==> src/rtl/class_pkg.sv <==
// Shared constants for the class argmax block: sizing, the most negative
// score, and the frame-state encoding.
package class_pkg;

  localparam int NUM_CLASSES = 10;
  localparam int DATA_W      = 26;
  localparam int IDX_W       = 4;

  // Most negative representable score, used as "no second-best yet".
  localparam logic signed [DATA_W-1:0] SCORE_MIN = {1'b1, {(DATA_W-1){1'b0}}};

  // Index of the final sample of a frame.
  localparam logic [IDX_W-1:0] LAST_IDX = IDX_W'(NUM_CLASSES - 1);

  // Frame state encoding.
  localparam logic [1:0] ST_IDLE  = 2'd0;
  localparam logic [1:0] ST_ACCUM = 2'd1;
  localparam logic [1:0] ST_DONE  = 2'd2;

endpackage

==> src/rtl/class_argmax_if.sv <==
// Sample input and result output bundle of the class argmax block.
interface class_argmax_if;
  import class_pkg::*;

  logic                     Frame_start;
  logic                     In_valid;
  logic signed [DATA_W-1:0] In_data;
  logic        [IDX_W-1:0]  Class_out;
  logic signed [DATA_W-1:0] Max_value;
  logic        [DATA_W-1:0] Margin;
  logic                     Class_valid;
  logic                     Busy;

  // Producer side: drives samples and frame control, observes results.
  modport master (
    output Frame_start, In_valid, In_data,
    input  Class_out, Max_value, Margin, Class_valid, Busy
  );

  // Argmax side: consumes samples, produces results.
  modport slave (
    input  Frame_start, In_valid, In_data,
    output Class_out, Max_value, Margin, Class_valid, Busy
  );

endinterface

==> src/rtl/class_argmax_top2_tracker.sv <==
// Running best / second-best tracker. Exposes its next-state values so the
// parent can register a frame result in the same edge as the final update.
module top2_tracker
  import class_pkg::*;
(
  input  logic                     clk,
  input  logic                     rst_n,
  input  logic                     clear,
  input  logic                     load_first,
  input  logic                     update,
  input  logic signed [DATA_W-1:0] din,
  input  logic        [IDX_W-1:0]  din_idx,
  output logic signed [DATA_W-1:0] best_nxt,
  output logic signed [DATA_W-1:0] second_nxt,
  output logic        [IDX_W-1:0]  idx_nxt
);

  logic signed [DATA_W-1:0] best_q;
  logic signed [DATA_W-1:0] second_q;
  logic        [IDX_W-1:0]  idx_q;

  // Next-value selection: a first sample wins over a clear, which wins over an update.
  always_comb begin
    // NOTE: every output gets a default first so no path leaves it unassigned (no latch).
    best_nxt   = best_q;
    second_nxt = second_q;
    idx_nxt    = idx_q;
    if (load_first) begin
      best_nxt   = din;
      second_nxt = SCORE_MIN;
      idx_nxt    = '0;
    end else if (clear) begin
      best_nxt   = SCORE_MIN;
      second_nxt = SCORE_MIN;
      idx_nxt    = '0;
    end else if (update) begin
      // Strict compare: a tie with best keeps the earlier index and makes second equal best.
      if (din > best_q) begin
        second_nxt = best_q;
        best_nxt   = din;
        idx_nxt    = din_idx;
      end else if (din > second_q) begin
        second_nxt = din;
      end
    end
  end

  // Tracker registers with synchronous active-low reset.
  always_ff @(posedge clk) begin
    // NOTE: reset is sampled on the clock edge only; it is not in the sensitivity list.
    if (!rst_n) begin
      best_q   <= SCORE_MIN;
      second_q <= SCORE_MIN;
      idx_q    <= '0;
    end else begin
      // NOTE: non-blocking assignments so all registers update from pre-edge values.
      best_q   <= best_nxt;
      second_q <= second_nxt;
      idx_q    <= idx_nxt;
    end
  end

endmodule

==> src/rtl/class_argmax.sv <==
// Per-frame argmax over NUM_CLASSES signed neuron results: sample counter,
// frame FSM and result registers around a top-2 tracker.
module class_argmax
  import class_pkg::*;
(
  input  logic           clk,
  input  logic           GlobalReset,
  class_argmax_if.slave  bus
);

  logic [1:0]               state_q, state_d;
  logic [IDX_W-1:0]         count_q, count_d;
  logic                     load_first, update, clear, frame_done;
  logic signed [DATA_W-1:0] best_nxt, second_nxt;
  logic        [IDX_W-1:0]  idx_nxt;
  logic        [IDX_W-1:0]  class_q;
  logic signed [DATA_W-1:0] max_q;
  logic        [DATA_W-1:0] margin_q;
  logic        [DATA_W-1:0] margin_nxt;

  top2_tracker u_tracker (
    .clk        (clk),
    .rst_n      (GlobalReset),
    .clear      (clear),
    .load_first (load_first),
    .update     (update),
    .din        (bus.In_data),
    .din_idx    (count_q),
    .best_nxt   (best_nxt),
    .second_nxt (second_nxt),
    .idx_nxt    (idx_nxt)
  );

  // Frame sequencing: sample acceptance, counter advance, abort and completion.
  always_comb begin
    state_d    = state_q;
    count_d    = count_q;
    load_first = 1'b0;
    update     = 1'b0;
    clear      = 1'b0;
    frame_done = 1'b0;
    if (bus.Frame_start) begin
      // Abort: drop the partial frame; a coincident sample opens the new one.
      clear = 1'b1;
      if (bus.In_valid) begin
        load_first = 1'b1;
        count_d    = IDX_W'(1);
        state_d    = ST_ACCUM;
      end else begin
        count_d = '0;
        state_d = ST_IDLE;
      end
    end else if (bus.In_valid) begin
      load_first = (count_q == '0);
      update     = (count_q != '0);
      if (count_q == LAST_IDX) begin
        count_d    = '0;
        state_d    = ST_DONE;
        frame_done = 1'b1;
      end else begin
        count_d = count_q + IDX_W'(1);
        state_d = ST_ACCUM;
      end
    end else if (state_q == ST_DONE) begin
      state_d = ST_IDLE;
    end
  end

  // best >= second always holds and the true difference lies in 0..2^DATA_W-1,
  // so the DATA_W-bit wrap-around difference equals the exact DATA_W+1-bit result.
  assign margin_nxt = DATA_W'(best_nxt) - DATA_W'(second_nxt);

  // Counter, state and result registers; results load only on frame completion.
  always_ff @(posedge clk) begin
    if (!GlobalReset) begin
      state_q  <= ST_IDLE;
      count_q  <= '0;
      class_q  <= '0;
      max_q    <= '0;
      margin_q <= '0;
    end else begin
      state_q <= state_d;
      count_q <= count_d;
      if (frame_done) begin
        class_q  <= idx_nxt;
        max_q    <= best_nxt;
        margin_q <= margin_nxt;
      end
    end
  end

  assign bus.Class_out   = class_q;
  assign bus.Max_value   = max_q;
  assign bus.Margin      = margin_q;
  assign bus.Class_valid = (state_q == ST_DONE);
  assign bus.Busy        = (count_q != '0);

endmodule
==> src/flat_wrapper.sv <==
// flat-port wrapper written by rule: the top's interface ports become plain ports
module class_argmax_flat import class_pkg::*;
  (clk, GlobalReset, bus_Frame_start, bus_In_valid, bus_In_data, bus_Class_out, bus_Max_value, bus_Margin, bus_Class_valid, bus_Busy);
  class_argmax_if bus_i ();
  input  logic clk;
  input  logic GlobalReset;
  input wire logic [$bits(bus_i.Frame_start)-1:0] bus_Frame_start;
  input wire logic [$bits(bus_i.In_valid)-1:0] bus_In_valid;
  input wire logic [$bits(bus_i.In_data)-1:0] bus_In_data;
  output wire logic [$bits(bus_i.Class_out)-1:0] bus_Class_out;
  output wire logic [$bits(bus_i.Max_value)-1:0] bus_Max_value;
  output wire logic [$bits(bus_i.Margin)-1:0] bus_Margin;
  output wire logic [$bits(bus_i.Class_valid)-1:0] bus_Class_valid;
  output wire logic [$bits(bus_i.Busy)-1:0] bus_Busy;
  assign bus_i.Frame_start = bus_Frame_start;
  assign bus_i.In_valid = bus_In_valid;
  assign bus_i.In_data = bus_In_data;
  assign bus_Class_out = bus_i.Class_out;
  assign bus_Max_value = bus_i.Max_value;
  assign bus_Margin = bus_i.Margin;
  assign bus_Class_valid = bus_i.Class_valid;
  assign bus_Busy = bus_i.Busy;
  class_argmax u_core (.clk(clk), .GlobalReset(GlobalReset), .bus(bus_i));
endmodule
==> config.mk <==
export PLATFORM = sky130hd
export DESIGN_NAME = class_argmax_flat
export DESIGN_NICKNAME = d
export VERILOG_FILES = /design/src/rtl/class_pkg.sv /design/src/rtl/class_argmax_if.sv /design/src/rtl/class_argmax_top2_tracker.sv /design/src/rtl/class_argmax.sv /design/src/flat_wrapper.sv
export SDC_FILE = /design/constraint.sdc
export NUM_CORES = 1
export LEC_CHECK = 0
export CORE_ASPECT_RATIO = 0.8
export CORE_UTILIZATION = 50
export DETAILED_ROUTE_END_ITERATION = 10
export GPL_ROUTABILITY_DRIVEN = 0
export PLACE_DENSITY = 0.72
export SLEW_MARGIN = 20
export SYNTH_ARGS = -nofsm -noshare
export SYNTH_HDL_FRONTEND = slang
export SYNTH_SLANG_ARGS = --single-unit
==> constraint.sdc <==
create_clock -name clk -period 7.1 [get_ports clk]
set_clock_uncertainty 0.2 [all_clocks]
set_input_delay 1.42 -clock clk [delete_from_list [all_inputs] [get_ports clk]]
set_output_delay 1.42 -clock clk [all_outputs]
set_load 0.01 [all_outputs]
==> run metrics <==
Die X 140 um; effective utilization at floorplan 0.522; cell at the root of the clock tree sky130_fd_sc_hd__clkbuf_16; max-slew violations 0; diode count 0; run status completed; highest-count cells in the layout ignoring fill and taps sky130_fd_sc_hd__buf_4 (129), sky130_fd_sc_hd__dfxtp_1 (118), sky130_fd_sc_hd__nand2_1 (103), sky130_fd_sc_hd__inv_1 (88), sky130_fd_sc_hd__clkdlybuf4s50_1 (86); drt first-iter violations 709; DIE AREA about 16000 sq um; path class of the lowest-slack min-delay path reg2reg; async set or reset register ratio after synthesis 0; measured slew at the worst slew-check pin between 0.8 and 0.9 ns; die height ~110 um; critical path type in2reg; sequential area share after synthesis 0.310; Post-Synthesis Net Count 993; overall routing resource usage 0.293; number of clock sinks approximately 120; CP required 7.20 ns; share of cells above drive strength 1 0.183; R2R cell count 25; Worst VDD drop 198 uV; main area contributors after synthesis sky130_fd_sc_hd__dfxtp_1 (31%), sky130_fd_sc_hd__ha_1 (13%), sky130_fd_sc_hd__a22oi_4 (5.6%); RSZ-0062 raised after global routing false; hold path start u_core.bus.Margin[4]; worst max-slew margin expressed relative to the limit 0.414; Port Buffer Count just under 90; H-tree Lvls 4; vias in the first global route between 6000 and 7000; hold-fix buffer count after cts 0; sum of net half-perimeters after detailed placement about 16 mm; Via Count slightly above 7000; Leak 0.00466 uW; yosys warns 0; gate count after technology mapping a little under 900; total detailed-routing wirelength around 22 mm; drt wl/cell 17.2 um; endpoint with the worst hold slack u_core.bus.Margin[4]; Cell Rows 39; Overall Power roughly 2000 uW; Syn-to-layout area delta 32.1%; Synth area leader sky130_fd_sc_hd__dfxtp_1; clock tree buffer depth 2; boundary pin count between 80 and 90; Crit Reg-Reg Startpoint u_core.u_tracker.best_q[17]; share of Yosys cell area claimed by the top area cell type 0.310; Post-Synthesis Mean Instance Area about 8.6 sq um; Filler cells about 1200; maximum frequency from static timing analysis 147 MHz; EDFF count, synth 0; wire length of the first global-routing pass about 36 mm; number of antenna-violating nets in the routed design 0; worst hold margin 0.268 ns; launching element type of the critical path primary input; type of destination of the critical path flip-flop; # DRC 0; max-cap violation count 0; CTS tree done; Pre-antenna DRT Iters 5; Most used DFF post-synth sky130_fd_sc_hd__dfxtp_1; clock latency of the later-clocked register in the worst-skew pair between 0.4 and 0.5 ns; distinct cell type count after synthesis 64; count of state elements after synthesis about 120; data arrival time at the worst-slack endpoint slightly below 7 ns; post-route fraction of the period consumed by the critical path 0.959; via density per instance about 5.6; final hold violation count 0; fin crit period 6.81 ns; Post-Syn Area between 7000 and 8000 sq um; reg2reg end u_core.bus.Margin[24]; area of the core around 15000 sq um; total number of nets in the final design 1184; total gr overflow 0; Num CTS Buffers 17; Reg2Reg Setup Slack ~1.3 ns; clock input transition at the sequential cells of the worst setup and hold paths around 0.06 ns; depth of the worst hold-timing path 2; pin count of the biggest net entering global routing 70; commonest non-fill, non-tap cell in the layout sky130_fd_sc_hd__buf_4; largest driver fanout on the critical path 10; antenna violations before repair 0; final setup vio count 0; power density over the cells 195 nW/um^2
## kinds of logic (layout without fill, tap and decap cells)
logic type	Yosys count	count (layout)	share of synthesized area
AND/OR/NAND/NOR	281	281	0.191
AO/OA/AOI/OAI	245	245	0.260
buffers and inverters	132	334	0.0740
flip-flops	118	118	0.310
adder cells (fa/ha/maj)	81	81	0.134
XOR/XNOR	20	20	0.0230
multiplexers	5	5	0.00723
## per-stage QoR
step                       util  std cells  setup TNS [ns]  setup WS (ns)  instance area (sq um)
after global placement    0.648       1237           -2.15         -0.375                   9450
final                     0.689       1268               0          0.293                  10100
after floorplan               -        882               0          0.546                   7610
after CTS                 0.687       1267               0         0.0477                  10000
after detailed placement  0.648       1237           -3.68         -0.602                   9450
after global routing      0.689       1268               0         0.0539                  10100
## flip-flops by register name (all words and copies together) (netlist names)
| signal | count |
|---|---|
| u_core.u_tracker.idx_q | 4 |
| u_core.u_tracker.best_q | 26 |
| u_core.bus.Margin | 26 |
| u_core.bus.Max_value | 26 |
| u_core.bus.Class_out | 4 |
| u_core.count_q | 4 |
| u_core.state_q | 2 |
| u_core.u_tracker.second_q | 26 |
## repair_timing
| action | in CTS | in global routing |
|---|---|---|
| gates cloned | 0 | 0 |
| endpoints found under the setup margin | 3 | 9 |
| pin swaps | 0 | 6 |
| resized for setup | 2 | 8 |
| setup buffers | 0 | 1 |
## power by group
part / leakage, uW / switching (uW) / total [uW] / internal, uW
registers: 0.000956 / 12.4 / 686 / 674
logic: 0.00343 / 240 / 453 / 213
clock network: 0.000272 / 312 / 822 / 510
## area by class of cell
class	count	area, sq um	share of cell area
repair buffers	216	1830	0.182
well taps	184	230	0.0229
clock inverters	9	77.6	0.00771
inverters	88	330	0.0328
multi-input cells	632	4740	0.472
flip-flops and latches	118	2360	0.235
clock buffers	21	480	0.0478
## metal layers
layer / track usage / wire, um
met4: 0.113 / 576
met5: 0 / 0
met2: 0.444 / 9240
met1: 0.406 / 10300
met3: 0.0614 / 1750
## critical path, cell delays in order
cell	delay [ns]
sky130_fd_sc_hd__clkdlybuf4s50_1	0.43
sky130_fd_sc_hd__buf_4	0.15
sky130_fd_sc_hd__ha_1	0.29
sky130_fd_sc_hd__and3_1	0.23
sky130_fd_sc_hd__and4_1	0.25
sky130_fd_sc_hd__o21ai_0	0.12
sky130_fd_sc_hd__a311o_1	0.37
sky130_fd_sc_hd__a31oi_1	0.25
sky130_fd_sc_hd__and2_2	0.27
sky130_fd_sc_hd__o21ai_4	0.15
sky130_fd_sc_hd__buf_4	0.19
sky130_fd_sc_hd__a222oi_1	0.38
sky130_fd_sc_hd__nor2_1	0.08
sky130_fd_sc_hd__ha_1	0.23
sky130_fd_sc_hd__fa_1	0.39
sky130_fd_sc_hd__nor2b_1	0.14
sky130_fd_sc_hd__o21a_1	0.16
sky130_fd_sc_hd__o21ai_1	0.11
sky130_fd_sc_hd__a211oi_2	0.23
sky130_fd_sc_hd__buf_4	0.16
sky130_fd_sc_hd__o21bai_2	0.10
sky130_fd_sc_hd__o221ai_2	0.21
sky130_fd_sc_hd__a31oi_1	0.15
sky130_fd_sc_hd__o21ai_1	0.19
sky130_fd_sc_hd__xnor2_1	0.15
sky130_fd_sc_hd__o21ai_0	0.11
## synth_stat cells (11+ instances only)
cell	number
sky130_fd_sc_hd__a21o_1	20
sky130_fd_sc_hd__nor2_1	26
sky130_fd_sc_hd__nand2b_1	19
sky130_fd_sc_hd__nand3_1	14
sky130_fd_sc_hd__and2_1	28
sky130_fd_sc_hd__o21ai_0	53
sky130_fd_sc_hd__and3_1	17
sky130_fd_sc_hd__ha_1	80
sky130_fd_sc_hd__nor2b_1	31
sky130_fd_sc_hd__xnor2_1	11
sky130_fd_sc_hd__inv_1	88
sky130_fd_sc_hd__a21oi_1	51
sky130_fd_sc_hd__o211a_1	29
sky130_fd_sc_hd__nand2_1	103
sky130_fd_sc_hd__a222oi_1	13
sky130_fd_sc_hd__a22oi_4	20
sky130_fd_sc_hd__clkbuf_1	31
sky130_fd_sc_hd__dfxtp_1	118
sky130_fd_sc_hd__nand3b_1	12
## how the worst max path moves through the flow
stage                          startpoint               endpoint  slack, ns  depth (start not counted)
after global routing       bus_In_data[9]  u_core.bus.Margin[24]       0.05                         26
after global placement    bus_In_data[13]  u_core.bus.Margin[24]      -0.37                         22
after floorplan           bus_In_data[17]  u_core.bus.Margin[25]       0.55                         21
after detailed placement  bus_In_data[13]  u_core.bus.Margin[24]      -0.60                         22
final                      bus_In_data[9]  u_core.bus.Margin[24]       0.29                         26
after CTS                 bus_In_data[13]  u_core.bus.Margin[24]       0.05                         24
Power figures use the tool's default switching activity.
